## config.mk

```make
export PLATFORM = sky130hd
export DESIGN_NAME = fwd_hazard_unit
export DESIGN_NICKNAME = d
export VERILOG_FILES = /design/src/rtl/fwd_pkg.sv /design/src/rtl/fwd_src_sel.sv /design/src/rtl/fwd_hazard_unit.sv
export SDC_FILE = /design/constraint.sdc
export NUM_CORES = 1
export LEC_CHECK = 0
export ABC_AREA = 1
export BUFFER_PORTS_ARGS = -buffer_cell sky130_fd_sc_hd__buf_2
export CAP_MARGIN = 20
export CORE_UTILIZATION = 60
export DETAILED_ROUTE_END_ITERATION = 10
export GPL_TIMING_DRIVEN = 0
export PLACE_DENSITY = 0.95
export SLEW_MARGIN = 30
export SYNTH_ARGS = -nofsm -noshare
export SYNTH_HDL_FRONTEND = slang
export SYNTH_SLANG_ARGS = --single-unit
```

## constraint.sdc

```tcl
create_clock -name clk -period 4.2 [get_ports clk]
set_input_delay 0.63 -clock clk [delete_from_list [all_inputs] [get_ports clk]]
set_output_delay 0.63 -clock clk [all_outputs]
set_load 0.005 [all_outputs]
```

## src/rtl/fwd_pkg.sv

```systemverilog
// Shared types and constants for the EX operand forwarding / load-use hazard logic.
// Latency: n/a (types and a pure combinational helper only).
// Backpressure: n/a.
package fwd_pkg;

  // Widest register address any instance may use; narrower addresses are zero-extended.
  localparam int FWD_AW_MAX = 8;

  // EX operand mux select encoding; 5-7 are never produced.
  localparam logic [2:0] FWD_RF   = 3'd0;
  localparam logic [2:0] FWD_MEM1 = 3'd1;
  localparam logic [2:0] FWD_WB1  = 3'd2;
  localparam logic [2:0] FWD_MEM2 = 3'd3;
  localparam logic [2:0] FWD_WB2  = 3'd4;

  // Shadow of one pipeline stage's destination information.
  typedef struct packed {
    logic                        valid;
    logic [1:0]                  wr_en;
    logic [1:0][FWD_AW_MAX-1:0]  wr_addr;
    logic                        is_load;
  } stage_rec_t;

  // True when a write port of a stage record produces the register an operand reads.
  function automatic logic fwd_match(input stage_rec_t           rec,
                                     input logic                 port,
                                     input logic [FWD_AW_MAX-1:0] addr,
                                     input logic                 used,
                                     input logic                 zero_reg);
    return rec.valid && rec.wr_en[port] && (rec.wr_addr[port] == addr) && used &&
           !(zero_reg && (addr == '0));
  endfunction

endpackage

```

## src/rtl/fwd_src_sel.sv

```systemverilog
// Per-operand forwarding priority select against the EX and MEM stage records.
// Latency: combinational.
// Backpressure: none; the caller decides whether the select is registered or discarded.
module fwd_src_sel
  import fwd_pkg::*;
#(
  parameter int REG_AW   = 4,
  parameter int ZERO_REG = 0
) (
  input  logic [REG_AW-1:0] src_i,
  input  logic              used_i,
  input  stage_rec_t        ex_rec_i,
  input  stage_rec_t        mem_rec_i,
  output logic [2:0]        sel_o,
  output logic              load_hit_o
);

  logic [FWD_AW_MAX-1:0] addr;
  logic                  zr;
  logic                  ex_w1, ex_w2, mem_w1, mem_w2;

  assign addr   = FWD_AW_MAX'(src_i);
  assign zr     = (ZERO_REG != 0);
  assign ex_w1  = fwd_match(ex_rec_i,  1'b0, addr, used_i, zr);
  assign ex_w2  = fwd_match(ex_rec_i,  1'b1, addr, used_i, zr);
  assign mem_w1 = fwd_match(mem_rec_i, 1'b0, addr, used_i, zr);
  assign mem_w2 = fwd_match(mem_rec_i, 1'b1, addr, used_i, zr);

  // Only write1 of a load is late; write2 (base update) is an ALU result.
  assign load_hit_o = ex_w1 && ex_rec_i.is_load;

  // Younger producer first, write1 before write2; stage names shift by one as
  // the consumer moves into EX.
  always_comb begin
    sel_o = FWD_RF;
    if (ex_w1)       sel_o = FWD_MEM1;
    else if (ex_w2)  sel_o = FWD_MEM2;
    else if (mem_w1) sel_o = FWD_WB1;
    else if (mem_w2) sel_o = FWD_WB2;
  end

endmodule

```

## src/rtl/fwd_hazard_unit.sv

```systemverilog
// Forwarding select generator and load-use hazard detector beside the ID/EX register.
// Latency: fwd_sel registered (1 cycle after decode); stall combinational.
// Backpressure: stall holds decode/PC for exactly one cycle per load-use and injects a bubble.
module fwd_hazard_unit
  import fwd_pkg::*;
#(
  parameter int REG_AW   = 4,
  parameter int NUM_SRC  = 3,
  parameter int ZERO_REG = 0,
  parameter int CNT_W    = 16
) (
  input  logic                      clk,
  input  logic                      rst_n,
  input  logic                      id_valid,
  input  logic [NUM_SRC*REG_AW-1:0] id_src,
  input  logic [NUM_SRC-1:0]        id_src_used,
  input  logic [1:0]                id_wr_en,
  input  logic [2*REG_AW-1:0]       id_wr_addr,
  input  logic                      id_is_load,
  input  logic                      flush,
  output logic [NUM_SRC*3-1:0]      fwd_sel,
  output logic                      stall,
  output logic [CNT_W-1:0]          stall_cnt
);

  // No WB shadow is kept: the register file is write-before-read, so a WB
  // producer always resolves to the register file and never affects a select.
  stage_rec_t               ex_q, ex_d, mem_q, id_rec;
  logic [NUM_SRC*3-1:0]     fwd_sel_q, fwd_sel_d, sel_next;
  logic [NUM_SRC-1:0]       load_hit;
  logic [CNT_W-1:0]         stall_cnt_q, stall_cnt_d;
  logic                     bubble;

  for (genvar k = 0; k < NUM_SRC; k++) begin : g_src
    fwd_src_sel #(
      .REG_AW   (REG_AW),
      .ZERO_REG (ZERO_REG)
    ) u_sel (
      .src_i      (id_src[k*REG_AW +: REG_AW]),
      .used_i     (id_src_used[k]),
      .ex_rec_i   (ex_q),
      .mem_rec_i  (mem_q),
      .sel_o      (sel_next[k*3 +: 3]),
      .load_hit_o (load_hit[k])
    );
  end

  // Records are cleared asynchronously, so stall drops as soon as reset asserts.
  assign stall  = id_valid && !flush && (|load_hit);
  assign bubble = flush || stall;

  // Decode fields packed into a stage record.
  always_comb begin
    id_rec            = '0;
    id_rec.valid      = id_valid;
    id_rec.wr_en      = id_wr_en;
    id_rec.wr_addr[0] = FWD_AW_MAX'(id_wr_addr[REG_AW-1:0]);
    id_rec.wr_addr[1] = FWD_AW_MAX'(id_wr_addr[2*REG_AW-1:REG_AW]);
    id_rec.is_load    = id_is_load;
  end

  // Next EX contents, selects and saturating stall count.
  always_comb begin
    ex_d        = id_rec;
    fwd_sel_d   = sel_next;
    stall_cnt_d = stall_cnt_q;
    if (bubble) begin
      ex_d      = '0;
      fwd_sel_d = '0;
    end
    if (stall && (stall_cnt_q != '1)) begin
      stall_cnt_d = stall_cnt_q + CNT_W'(1);
    end
  end

  // Pipeline shadow registers advance every cycle; stalls only replace EX with a bubble.
  always_ff @(posedge clk or negedge rst_n) begin
    if (!rst_n) begin
      ex_q        <= '0;
      mem_q       <= '0;
      fwd_sel_q   <= '0;
      stall_cnt_q <= '0;
    end else begin
      ex_q        <= ex_d;
      mem_q       <= ex_q;
      fwd_sel_q   <= fwd_sel_d;
      stall_cnt_q <= stall_cnt_d;
    end
  end

  assign fwd_sel   = fwd_sel_q;
  assign stall_cnt = stall_cnt_q;

endmodule

```

==> impl_metrics.tcl, run 1 <==
set metrics [dict create \
    status "complete, but fails checks" \
    violations "DRC" \
    grt.busiest_layer "met2" \
    ioPinCount 56 \
    cts_buffers 5 \
    finalCritPeriodShare_pct 56.3 \
    diodes 0 \
    instances_no_fill 498 \
    syn-num-nets 418 \
    synth_top_area_cell "dfrtp_1" \
    ctsResizeCount 0 \
    clock-skew-final_ns 0.00374 \
    dieArea_mm2 0.00506 \
    endpoint_kind "primary output" \
    drive_gt1_share_pct 19.3 \
    gp_congestion 0.950 \
    postRouteAntennaNets 0 \
    hp-class "in -> async" \
    synthTopCellsByCount "nand2_1 (110), nor2_1 (57), inv_1 (50), dfrtp_1 (48), xnor2_1 (25)" \
    setup_viol 0 \
    tightest_slew_ns 0.592 \
    drc_errors 4 \
    avgSynthCellArea_um2 7.41 \
    dp.cells 490 \
    dieHeight_um 71.2 \
    cp.required_ns 3.57 \
    drt_iter0_markers 447 \
    cts_hold_buffers 0 \
    power_density_mw_per_mm2 316 \
    worstPathArrival_ns 1.74 \
    p_total_uw 1060 \
    post-route-min-period_ns 2.37 \
    synthTopCellsByArea "dfrtp_1 (42%), nand2_1 (14%), xnor2_1 (7.6%)" \
    viasPerCell 5.76 \
    cp-startpoint "id_src[11]" \
    cts_tree "built" \
    grt_setup_unrepaired "no" \
    post_drt_wl_per_cell_um 14.7 \
    synth_ff_type "dfrtp_1" \
    fin_area_mm2 0.00335 \
    placed_area_mm2 0.00319 \
    nets 476 \
    die_x_um 71.2 \
    reg2reg_from "stall_cnt[0]" \
    num_vias 2870 \
    leakagePower_uw 0.00185 \
    antenna_found_initial 0 \
    hpwl_mm 5.05 \
    insertion_delay_ns 0.30 \
    crit_type "in -> out" \
    routed_wl_mm 7.32 \
    maxSlewHeadroom_pct 60.5 \
    area_growth_pct 16.8 \
    startpoint_type "primary input" \
    synth_most_common_cell "nand2_1" \
    clockBufferDepth 2 \
    synthDistinctLibCells 24 \
    clk_transition_reported_paths_ns 0.09 \
    htreeDepth 2 \
    yosysWarnings 0 \
    synth_area_mm2 0.00287 \
    synth-seq-cells 48 \
    grt_pass1_vias 2558 \
    cts_root_buf "clkbuf_8" \
    drtPass1Iterations 10 \
    yosysSeqAreaShare_pct 41.9 \
    async_reset_ff_share_pct 100 \
    grt_pass1_wl_mm 12.1 \
    core_mm2 0.00447 \
    slew_viol_final 0 \
    synthCells 387 \
    grt_overflow 0 \
    start_util_pct 64.1 \
    hold_viol 0 \
    cap_violations 0 \
    synth_edf_count 0 \
    final_util_pct 74.9 \
    synth.top_cell.area_share_pct 41.9 \
    grtUsageMet1_pct 41.1 \
    io_buffer_count 51 \
    ir_drop_v 0.000266 \
    rows 24 \
    grt_use_total_pct 31.1 \
    clkSinkCount 48 \
    fmax_mhz 423 \
    use_met3_pct 7.12 \
    cp_max_fo 5 \
    postCtsSetupBuffers 0 \
    grt_use_met2_pct 49.0 \
    finalSetupTns_ns 0 \
    grt_start_max_net_pins 49 \
]
layout make-up:
class,count,area [µm²]
plain buffers,12,90.1
clock buffers,5,68.8
clock inverters,3,90.1
fillers,315,1120
inverters,55,206
multi-input cells,272,1370
flip-flops and latches,48,1200
well taps,52,65.1
repair buffers,51,258
through the flow:
step                      worst slack (ns)  hold WS [ns]
after global routing                  1.73         0.370
final                                 1.83         0.321
after global placement                1.94         0.362
after floorplan                       2.21         0.334
after CTS                             1.87         0.348
after detailed placement              1.91         0.378
report_power, final:
| group | leakage (µW) | switching, µW | internal (µW) |
|---|---|---|---|
| Sequential | 0.000646 | 14.9 | 473 |
| Clock | 0.0000784 | 160 | 298 |
| Combinational | 0.00113 | 67.7 | 43.4 |
cells in the final DEF, fill, tap and decap left out, drive strengths merged:
cell type,n
xor2,11
buf,60
xnor2,25
bufinv,3
o21ai,3
nand4,24
or2,3
a21oi,5
inv,55
nor2,58
ha,1
nor3,4
dfrtp,48
nand2,112
clkbuf,8
nand3,26
flip-flops by register name, summed over array words and instances, names as in the netlist:
register / flops
ex_q: 12
stall_cnt: 16
mem_q: 11
fwd_sel: 9
worst paths after layout:
path	to	slack (ns)	depth (start not counted)
setup / recovery	stall	1.83	9
hold / removal	fwd_sel[8]	0.32	1
setup reg to reg	stall_cnt[7]	2.31	7
hold reg to reg	mem_q[18]	0.40	0
max in group asynchronous	stall_cnt[2]	3.48	1
min in group clk	mem_q[18]	0.40	0
metal layers:
metal,up-vias,wire [µm]
met3,54,815
met5,-,0
met1,1290,2860
met2,223,3320
met4,0,322
li1,1303,-
cells by family (layout without fill, tap and decap cells):
logic type	after synthesis	after routing	synth area share (%)
flops	48	48	41.9
simple gates	227	227	35.0
fa+ha+maj	1	1	0.436
buf+inv	67	126	10.3
xor+xnor	36	36	11.0
compound gates	8	8	1.40
critical path, stage by stage:
cell     delay [ns]
buf_2          0.13
inv_1          0.09
nand2_1        0.07
a21oi_1        0.25
nand3_2        0.18
nand3_4        0.13
nand2_2        0.07
inv_1          0.06
buf_2          0.10
Power figures use the tool's default switching activity.
==> inputs of run 2 (changes only) <==
CORE_UTILIZATION = 55   (was 60)
PLACE_DENSITY = 0.89   (was 0.95)
clock period = 2.3 ns   (was 4.2 ns; I/O delays follow)
==> impl_metrics.tcl, run 2 (synthesized netlist as in run 1, its figures left out) <==
set metrics [dict create \
    worstPathArrival_ns 1.66 \
    slew_viol_final 0 \
    cts_tree "built" \
    grt_setup_unrepaired "no" \
    startpoint_type "flop" \
    clk_transition_reported_paths_ns 0.08 \
    final_util_pct 68.1 \
    hpwl_mm 4.72 \
    layout_common_cells "nand2_1 (110), nor2_1 (57), buf_2 (52)" \
    grt_pass1_vias 2313 \
    critPathMostFrequentCell "inv_1" \
    post-route-min-period_ns 2.00 \
    grt_start_max_net_pins 49 \
    cts_root_buf "clkbuf_8" \
    viasPerCell 4.92 \
    die_x_um 74.2 \
    finalCritPeriodShare_pct 87.2 \
    hp-class "in -> async" \
    cts_buffers 5 \
    routed_wl_mm 6.23 \
    tightest_slew_ns 0.588 \
    cts_hold_buffers 0 \
    start_util_pct 58.8 \
    dieArea_mm2 0.00551 \
    cp.required_ns 1.96 \
    gp_congestion 0.882 \
    dieHeight_um 74.2 \
    postCtsSetupBuffers 0 \
    largest_reg_flops 16 \
    final_common_cell "nand2_1" \
    drc_errors 0 \
    io_buffer_count 51 \
    endpoint_kind "primary output" \
    hold_viol 0 \
    grt_overflow 0 \
    slowest_stage "dfrtp_1" \
    maxSlewHeadroom_pct 60.8 \
    rows 25 \
    clkSinkCount 48 \
    core_mm2 0.00488 \
    grt_pass1_wl_mm 10.4 \
    fin_area_mm2 0.00332 \
    num_vias 2525 \
    nets 476 \
    setup_viol 0 \
    status "complete, no violations" \
    placed_area_mm2 0.00321 \
    power_density_mw_per_mm2 510 \
    slowest_delay_ns 0.42 \
    grt_use_total_pct 25.0 \
    cp_max_fo 5 \
    ir_drop_v 0.000323 \
    fmax_mhz 499 \
    post-route-worst-setup-slack_ns 0.295 \
    drive_gt1_share_pct 19.3 \
    finalSetupTns_ns 0 \
    post_drt_wl_per_cell_um 12.2 \
    diodes 0 \
    leakagePower_uw 0.00183 \
    p_total_uw 1690 \
    area_growth_pct 15.8 \
    ioPinCount 56 \
    dpl_worst_slack_ns 0.553 \
    cap_violations 0 \
    clockBufferDepth 2 \
    ctsResizeCount 0 \
    postRouteAntennaNets 0 \
    drtPass1Iterations 4 \
    htreeDepth 2 \
    drt_iter0_markers 241 \
    crit_type "reg -> out" \
    insertion_delay_ns 0.31 \
    antenna_found_initial 0 \
    clock-skew-final_ns 0.0119 \
    crit_path_cell_trace "inv_1 > nand2_1 > a21oi_1 > nand3_2 > nand3_4 > nand2_2 > inv_1 > buf_2" \
]
[run 2: cell types whose count changed in the layout (fill, tap and decap cells not counted), sizes merged]
cell and delta:
bufinv -2, clkinvlp +1, clkinv +1
[run 2: worst max-delay path: cells and delay by family, from the launching register on]
kind / cells / cell delay [ns]
AO/OA/AOI/OAI: 1 / 0.22
buffers and inverters: 3 / 0.27
flip-flops: 1 / 0.42
AND/OR/NAND/NOR: 4 / 0.44
[run 2: per-layer routing]
metal	vias up	wire, µm	track usage, %	part of all wire, %
met5	-	0	0	0
met4	0	127	10.3	2.0
met3	14	307	5.15	4.9
met2	73	2690	36.9	43
met1	1131	3110	35.9	50
li1	1307	-	-	-
[run 2: cell type report]
cell class,instances,area (µm²)
Inverter,55,206
Buffer,12,90.1
Multi-Input combinational cell,272,1370
Tap cell,67,83.8
Fill cell,404,1560
Clock inverter,3,42.5
Sequential cell,48,1200
Clock buffer,5,68.8
Timing Repair Buffer,51,258
[run 2: stage by stage]
stage | std cells | hold slack, ns
after floorplan | 387 | 0.0494
after global placement | 505 | 0.361
after detailed placement | 505 | 0.368
after CTS | 513 | 0.0568
after global routing | 513 | 0.0710
final | 513 | 0.0290
[run 2: power by group]
group	total, µW	switching [µW]	internal (µW)
logic	192	113	79.1
clock network	611	289	322
registers	890	25.5	865
total	1690	428	1270
[run 2: worst paths after layout]
| check | start | endpoint | slack, ns | depth (start not counted) |
|---|---|---|---|---|
| max | ex_q[4] | stall | 0.30 | 8 |
| min in group clk | id_is_load | ex_q[0] | 0.23 | 3 |
| max reg2reg | stall_cnt[0] | stall_cnt[3] | 0.52 | 7 |
| min reg2reg | ex_q[18] | mem_q[18] | 0.39 | 0 |
| max in group asynchronous | rst_n | fwd_sel[4] | 1.86 | 1 |
| min | rst_n | ex_q[2] | 0.03 | 1 |
